<file path="src/rtl/video_out_read.sv">
// Wishbone read master that streams a stored frame from RAM into the video-out pixel FIFO.
// Optional `VIDEO_OUT_READ_LOCK_EN keeps CYC/LOCK asserted across each packet.
module video_out_read #(
    parameter int P_WIDTH  = 640,
    parameter int P_HEIGHT = 480,
    parameter int NB_PACK  = 16
) (
    input  logic        clk,
    input  logic        nRST,
    input  logic [31:0] wb_reg_ctr,
    input  logic [31:0] wb_reg_data,
    input  logic        fifo_room,
    output logic        w_req,
    output logic [31:0] data_out,
    output logic        interrupt,
    output logic        new_addr,
    output logic        p_wb_STB_O,
    output logic        p_wb_CYC_O,
    output logic        p_wb_LOCK_O,
    output logic        p_wb_WE_O,
    output logic [3:0]  p_wb_SEL_O,
    output logic [31:0] p_wb_ADR_O,
    input  logic [31:0] p_wb_DAT_I,
    input  logic        p_wb_ACK_I,
    input  logic        p_wb_ERR_I,
    output logic [2:0]  dbg_state_o
);

    localparam int PACK_W = $clog2(NB_PACK + 1);
    localparam logic [PACK_W-1:0] PACK_FULL = PACK_W'(NB_PACK);
    localparam logic [19:0] FRAME_END = 20'(P_WIDTH * P_HEIGHT);

    typedef enum logic [2:0] {
        WAIT_ADDR  = 3'd0,
        WAIT_ROOM  = 3'd1,
        READ       = 3'd2,
        BREAK      = 3'd3,
        FRAME_DONE = 3'd4
    } state_t;

    state_t             state_q;
    logic [31:0]        base_q;
    logic [19:0]        offset_q;
    logic [PACK_W-1:0]  pack_cnt_q;
    logic [1:0]         int_cnt_q;
    logic               ctr0_q;
    logic               stb_q;
    logic               cyc_q;
    logic               w_req_q;
    logic               int_q;
    logic [31:0]        adr_q;
    logic [31:0]        data_q;

    logic [19:0]        offset_d;
    logic [PACK_W-1:0]  pack_cnt_d;
    logic [31:0]        adr_d;

`ifdef VIDEO_OUT_READ_LOCK_EN
    localparam bit LOCK_EN = 1'b1;
    assign p_wb_LOCK_O = cyc_q;
`else
    localparam bit LOCK_EN = 1'b0;
    assign p_wb_LOCK_O = 1'b0;
`endif

    assign offset_d   = offset_q + 20'd4;
    assign pack_cnt_d = pack_cnt_q - PACK_W'(1);
    assign adr_d      = base_q + {12'd0, offset_q};

    assign new_addr    = wb_reg_ctr[0] & ~ctr0_q;
    assign w_req       = w_req_q;
    assign data_out    = data_q;
    assign interrupt   = int_q;
    assign p_wb_STB_O  = stb_q;
    assign p_wb_CYC_O  = cyc_q;
    assign p_wb_WE_O   = 1'b0;
    assign p_wb_SEL_O  = 4'hf;
    assign p_wb_ADR_O  = adr_q;
    assign dbg_state_o = state_q;

    logic unused_ctr;
    assign unused_ctr = ^wb_reg_ctr[31:1];

    always_ff @(posedge clk) begin
        if (!nRST) begin
            state_q    <= WAIT_ADDR;
            base_q     <= '0;
            offset_q   <= '0;
            pack_cnt_q <= PACK_FULL;
            int_cnt_q  <= '0;
            ctr0_q     <= 1'b0;
            stb_q      <= 1'b0;
            cyc_q      <= 1'b0;
            w_req_q    <= 1'b0;
            int_q      <= 1'b0;
            adr_q      <= '0;
            data_q     <= '0;
        end else begin
            ctr0_q  <= wb_reg_ctr[0];
            w_req_q <= 1'b0;
            case (state_q)
                WAIT_ADDR: begin
                    base_q   <= wb_reg_data;
                    offset_q <= '0;
                    int_q    <= 1'b0;
                    stb_q    <= 1'b0;
                    cyc_q    <= 1'b0;
                    if (new_addr) state_q <= WAIT_ROOM;
                end
                WAIT_ROOM: begin
                    stb_q      <= 1'b0;
                    cyc_q      <= 1'b0;
                    pack_cnt_q <= PACK_FULL;
                    if (fifo_room) begin
                        stb_q   <= 1'b1;
                        cyc_q   <= 1'b1;
                        adr_q   <= adr_d;
                        state_q <= READ;
                    end
                end
                READ: begin
                    // An error wins over a simultaneous ACK; offset is kept so the word is retried.
                    if (p_wb_ERR_I) begin
                        stb_q   <= 1'b0;
                        cyc_q   <= 1'b0;
                        state_q <= BREAK;
                    end else if (p_wb_ACK_I) begin
                        data_q     <= p_wb_DAT_I;
                        w_req_q    <= 1'b1;
                        offset_q   <= offset_d;
                        pack_cnt_q <= pack_cnt_d;
                        stb_q      <= 1'b0;
                        cyc_q      <= LOCK_EN && (pack_cnt_d != '0);
                        state_q    <= BREAK;
                    end
                end
                BREAK: begin
                    stb_q <= 1'b0;
                    cyc_q <= 1'b0;
                    if (offset_q == FRAME_END) begin
                        state_q <= FRAME_DONE;
                    end else if (pack_cnt_q == '0) begin
                        state_q <= WAIT_ROOM;
                    end else begin
                        stb_q   <= 1'b1;
                        cyc_q   <= 1'b1;
                        adr_q   <= adr_d;
                        state_q <= READ;
                    end
                end
                FRAME_DONE: begin
                    // Four FRAME_DONE cycles plus the first WAIT_ADDR cycle give a 4-cycle pulse.
                    int_q     <= 1'b1;
                    int_cnt_q <= int_cnt_q + 2'd1;
                    if (int_cnt_q == 2'd3) state_q <= WAIT_ADDR;
                end
                default: state_q <= WAIT_ADDR;
            endcase
        end
    end

endmodule

</file>
<file path="config.mk">
export PLATFORM = sky130hd
export DESIGN_NAME = video_out_read
export DESIGN_NICKNAME = d
export VERILOG_FILES = /design/src/rtl/video_out_read.sv
export SDC_FILE = /design/constraint.sdc
export NUM_CORES = 1
export LEC_CHECK = 0
export ABC_AREA = 0
export BUFFER_PORTS_ARGS = -buffer_cell sky130_fd_sc_hd__clkbuf_2
export CAP_MARGIN = 20
export CORE_MARGIN = 2
export CORE_UTILIZATION = 30
export CTS_CLUSTER_SIZE = 30
export DETAILED_ROUTE_END_ITERATION = 16
export GPL_TIMING_DRIVEN = 0
export PLACE_DENSITY_LB_ADDON = 0.05
export SETUP_SLACK_MARGIN = 0.02
export SYNTH_ARGS = -nofsm -noshare
export SYNTH_HDL_FRONTEND = slang
export SYNTH_SLANG_ARGS = --single-unit
export TNS_END_PERCENT = 30
</file>
<file path="constraint.sdc">
create_clock -name clk -period 2.4 [get_ports clk]
set_clock_uncertainty 0.15 [all_clocks]
set_input_delay 0.48 -clock clk [delete_from_list [all_inputs] [get_ports clk]]
set_output_delay 0.48 -clock clk [all_outputs]
set_load 0.01 [all_outputs]
</file>
# Yosys cells after proc, flatten, opt, wreduce, memory -nomap -nowiden
# Index checks and enable logic that the tools add are counted.
classes:
  add_sub_neg: 4
  eq_ne: 14
  muxes: 26
  bitwise_logic: 5
  reduce_logical: 14
ops:
  columns: ["cell", "count"]
  rows:
  - ["two-way mux 32 bit", 3]
  - ["one-hot mux 32 bit (2 select lines)", 1]
  - ["two-way mux 20 bit", 2]
  - ["one-hot mux 20 bit (2 select lines)", 1]
  - ["adder 32 x 20 -> 32 bit", 1]
  - ["adder 20 x 3 -> 20 bit (second input constant)", 1]
  - ["== test 20 x 19 -> 1 bit (second input constant)", 1]
  - ["two-way mux 3 bit", 6]
  - ["one-hot mux 3 bit (5 select lines)", 1]
  - ["inequality test 2 bit (second input constant)", 7]
  - ["two-way mux 5 bit", 2]
  - ["one-hot mux 5 bit (2 select lines)", 1]
  - ["AND reduction 3 bit", 3]
  - ["AND reduction 4 bit", 2]
  - ["nonzero test 2 bit", 4]
  - ["== test 3 x 2 -> 1 bit (second input constant)", 2]
  - ["two-way mux 1 bit", 6]
  - ["zero test 5 bit", 1]
  - ["subtractor 5 x 1 -> 5 bit (second input constant)", 1]
  - ["NOT 1 bit", 4]
  - ["one-hot mux 1 bit (4 select lines)", 1]
  - ["nonzero test 4 bit", 1]
  - ["== test 3 x 1 -> 1 bit (second input constant)", 1]
  - ["== test 3 bit (second input constant)", 1]
  - ["9 further kinds", 9]
totals:
  regBits: 130
  inputBits: 101
  output_inout_bits: 78
  word_cells: 74

# Depth between registers and ports, before layout
logic_depth:
  ltp_word: 4
  mapped_depth: 11

# Worst setup path before layout
# OpenSTA, ideal clock, no wires.
synth_timing:
  path_kind: "flip-flop to flip-flop"
  start: "reg offset_q[8]"
  end: "reg adr_q[12] (netlist: p_wb_ADR_O[12])"
  setup_ns: 0.068
  arrival_time_ns: 2.182
  required_time_ns: 2.182
  setup_slack_ns: 0.000
  stages_incl_launch_ff: 8
  path_buffers: 0
  period_less_slack_ns: 2.400
  cell_sequence: "dfxtp_1 ha_1 a211o_1 or3_1 o211a_1 o21ai_0 or3b_2 a21oi_2"
synth_via:
  elab_chain_len: 4
  word_cells_on_any_way: 8
synth_lines:
  columns: ["element", "line_no", "rtl"]
  rows:
  - ["start, declared", "43", "logic [19:0] offset_q;"]
  - ["start signal, assigned", "130", "offset_q <= offset_d;"]
  - ["adder 32 x 20 -> 32 bit", "68", "assign adr_d = base_q + {12'd0, offset_q};"]
  - ["two-way mux 32 bit", "142", "end else if (pack_cnt_q == '0) begin"]
  - ["two-way mux 32 bit", "140", "if (offset_q == FRAME_END) begin"]
  - ["one-hot mux 32 bit (2 select lines)", "101", "case (state_q)"]
  - ["end signal, assigned", "117", "adr_q <= adr_d;"]
  - ["end signal, assigned", "147", "adr_q <= adr_d;"]
  - ["end, declared", "51", "logic [31:0] adr_q;"]
# Parallel ways exist; a longest one is shown, timed or not. The select of a mux whose other input is x is not followed.
# A chain may end at the register's enable or synchronous reset.

# Worst setup path in the final report
layout_timing:
  start: "reg base_q[8]"
  end: "reg adr_q[31] (netlist: p_wb_ADR_O[31])"
layout_via:
  elab_chain_len: 4
  word_cells_on_any_way: 5
layout_lines:
  columns: ["element", "line_no", "rtl"]
  rows:
  - ["start, declared", "42", "logic [31:0] base_q;"]
  - ["start signal, assigned", "103", "base_q <= wb_reg_data;"]
  - ["adder 32 x 20 -> 32 bit (*)", "68", null]
  - ["two-way mux 32 bit", "142", null]
  - ["two-way mux 32 bit", "140", null]
  - ["one-hot mux 32 bit (2 select lines) (*)", "101", null]
# Mark *: on every way between the ends. The rest lies on a longest branch, timed or not. The select of a mux whose other input is x is not followed.

==> results.toml <==
[status]
status = "finished clean"

[sta]
setup_violations = 0
finalCriticalPeriod_ns = 2.36
relSlewSlack_pct = 36.5
worst_slew_pin_slew_ns = 0.952
final_hold_viol_count = 0
slew_violations = 0
fin_crit_sh_pct = 98.2
whs_ns = 0.119
timing.fmax_mhz = 424
rsz0062_at_grt = "true"

[placed_design]
dp.cells = 1207
io_buffers = 140
dp_hpwl_um = 14600
gp_congestion = 0.799
placed_area_um2 = 7390

[critical_path]
end_kind = "register"
cp.depth = 9
path_delay_family = "simple AND/OR/NAND/NOR gates"
cp_cell_sequence = "ha_4 -> a211o_1 -> buf_6 -> o211ai_1 -> buf_4 -> a21boi_4 -> clkbuf_16 -> or4_4 -> nand3_2"
endpoint = "p_wb_ADR_O[31]"
critPathLaunchType = "register"
r2r_end = "p_wb_ADR_O[31]"
reg2reg_from = "base_q[8]"
cp.required_ns = 2.62
crit_path_top_delay_cell = "or4_4"
worst-path-buf-inv = 3
r2r_slack_ns = 0.04
arrival_ns = 2.57
critPathKind = "reg2reg"
slowest_delay_ns = 0.47
cp_max_fo = 5
startpoint = "base_q[8]"
ff2ff_path_depth = 9

[cts]
cts-root-buf = "clkbuf_16"
cts_buffer_depth = 2
cts_buffers = 17
hold_buffers = 0
clk_latency_ns = 0.42
clk_pin_slew_ns = 0.06
cts_sinks = 128
htreeDepth = 4
cts_tree = "yes"

[yosys]
synth-compound-area-share_pct = 16.0
synth_top_family_by_area = "simple AND/OR/NAND/NOR gates"
synth_area_leaders = "dfxtp_1 (41%), nand2_1 (11%), a21oi_1 (6.4%), ha_1 (4.6%), nand3_1 (3.7%)"
muxShareOfSynthArea_pct = 2.28
ys_seq_elements = 128
synth_edf_count = 0
ys_seq_area_share_pct = 40.5
yosys.area.top_type = "dfxtp_1"
syn_area_um2 = 6320
async_flop_share_pct = 0
synth-simple-area-share_pct = 26.9
avgSynthCellArea_um2 = 8.02
synth_top_cell_area_share_pct = 40.5
ys_types = 68
synth_warnings = 0
synth_fa_ha_area_share_pct = 4.55
syn_inst = 788
synthFlopType = "dfxtp_1"
synth_xor_area_share_pct = 4.16

[floorplanning]
coreArea_um2 = 20800
ioPinCount = 179
dieWidth_um = 149
die_height_um = 149
rows = 53
die_area_um2 = 22300
initial_core_util_pct = 30.4

[routing]
first_iter_violations = 295
wl_per_cell_um = 15.8
num_vias = 5960
route.detailed.drc = 0
finalWirelength_um = 20000
ant_nets = 0
via_per_inst = 4.73
dr.pass1.iters = 6

[cells_and_area]
stdcell_count = 1261
layout-drive-gt1-share_pct = 32.6
syn2layout_area_growth_pct = 36.6
diodes = 0
final_area_um2 = 8630
fin_util_pct = 41.5
fin_nets = 1097

[global_routing]
grt_pass1_vias = 5830
grt_max_degree = 17
grt.total_usage_pct = 18.4
grt_pass1_wl_um = 31700
grt_overflow_total = 0
grt_antenna_before_repair = 0

[flow_run]
maxCapViolCount = 0

[pwr]
power.density_nw_per_um2 = 677
ir_worst_vdd_uv = 470
total_leakage_power_nw = 3.48

[hold_path]
hold_class = "in2reg"
synthesized netlist by cell type, drive strengths merged (3+ instances only):
cell type and n:
mux2 11, o211ai 10, nor2 48, o2111ai 4, ha 23, o21ai 16, nand3 47, nor4 5
nand2 192, dfxtp 128, a21oi 92, inv 15, nor3 16, and2 7, a2111oi 4, xor2 13
nand4b 3, or4 13, and3 7, xnor2 17, clkbuf 32, a211oi 5, buf 19, o21bai 3
or3 5, nor2b 6, nand4 11
power by group:
group          switching [mW]  internal [mW]  total, mW
clock                    1.02           1.55       2.57
combinational           0.544          0.371      0.914
sequential              0.117           2.24       2.36
total                    1.68           4.17       5.85
worst reg2reg max path, cell delays in order (launching register included):
cell,delay (ns)
dfxtp_4,0.35
ha_4,0.24
a211o_1,0.29
buf_6,0.13
o211ai_1,0.16
buf_4,0.17
a21boi_4,0.09
clkbuf_16,0.17
or4_4,0.47
nand3_2,0.08
what timing repair did:
item | 4_1_cts | 5_1_grt
setup buffers | 14 | 7
cloned | 0 | 1
endpoints found under the hold margin | 0 | 0
gates resized for setup | 52 | 69
pin swaps | 11 | 21
setup endpoints to repair | 36 | 69
layout make-up:
class	instances	area, um2
Tap cell	275	344
Fill cell	2227	12200
Sequential cell	128	2600
Buffer	51	340
Multi-Input combinational cell	597	3820
Clock buffer	19	443
Clock inverter	13	139
Timing Repair Buffer	162	887
Inverter	16	60.1
per-stage QoR:
stage	total power, mW	worst slack, ns	setup TNS, ns
2_1_floorplan	2.92	0.00552	0
3_3_place_gp	3.24	-0.681	-10.48
3_5_place_dp	3.24	-0.671	-10.48
4_1_cts	5.89	0.0215	0
5_1_grt	6.14	-0.0416	-0.0947
6_report	5.85	0.0427	0
state kept, by name (all words and copies together) (netlist names):
name         cells
ctr0_q           1
p_wb_ADR_O      32
p_wb_CYC_O       1
dbg_state_o      3
int_cnt_q        2
base_q          32
interrupt        1
offset_q        18
data_out        32
pack_cnt_q       5
w_req            1
cells by family after synthesis:
logic type / count (synthesis)
and+or+nand+nor: 369
AOI/OAI and AO/OA: 156
DFF: 128
buffers and inverters: 67
xor gates and xnor gates: 30
adders and majority gates: 23
muxes: 13
other: 2
placed cells by master, fill, tap and decap left out, types with 9 or more instances in the layout:
cell       instances
a21oi_2           12
clkbuf_1          25
nand3_1           39
dfxtp_2            9
nor2_1            47
xor2_1            13
buf_4             27
ha_4              11
inv_1             12
nand2_2           10
o211ai_1          10
clkbuf_16         18
o21ai_0            9
clkbuf_2         144
dfxtp_1          111
nor3_1            14
a21oi_1           78
nand2_1          182
xnor2_1           17
nand4_1           10
per-layer routing:
layer / part of all wire, % / global-route usage, %
met1: 48 / 24.6
met2: 45 / 29.2
met3: 5.6 / 5.32
met4: 1.2 / 4.76
met5: 0 / 0
worst min path at each step:
stage,depth (start not counted),from,to
finish,3,wb_reg_data[8],base_q[8]
global route,2,wb_reg_ctr[0],ctr0_q
CTS,3,wb_reg_data[8],base_q[8]
detailed placement,2,p_wb_ADR_O[4],p_wb_ADR_O[4]
global placement,2,data_out[31],data_out[31]
floorplan,2,base_q[0],base_q[0]
(Power assumes the default switching activity.)
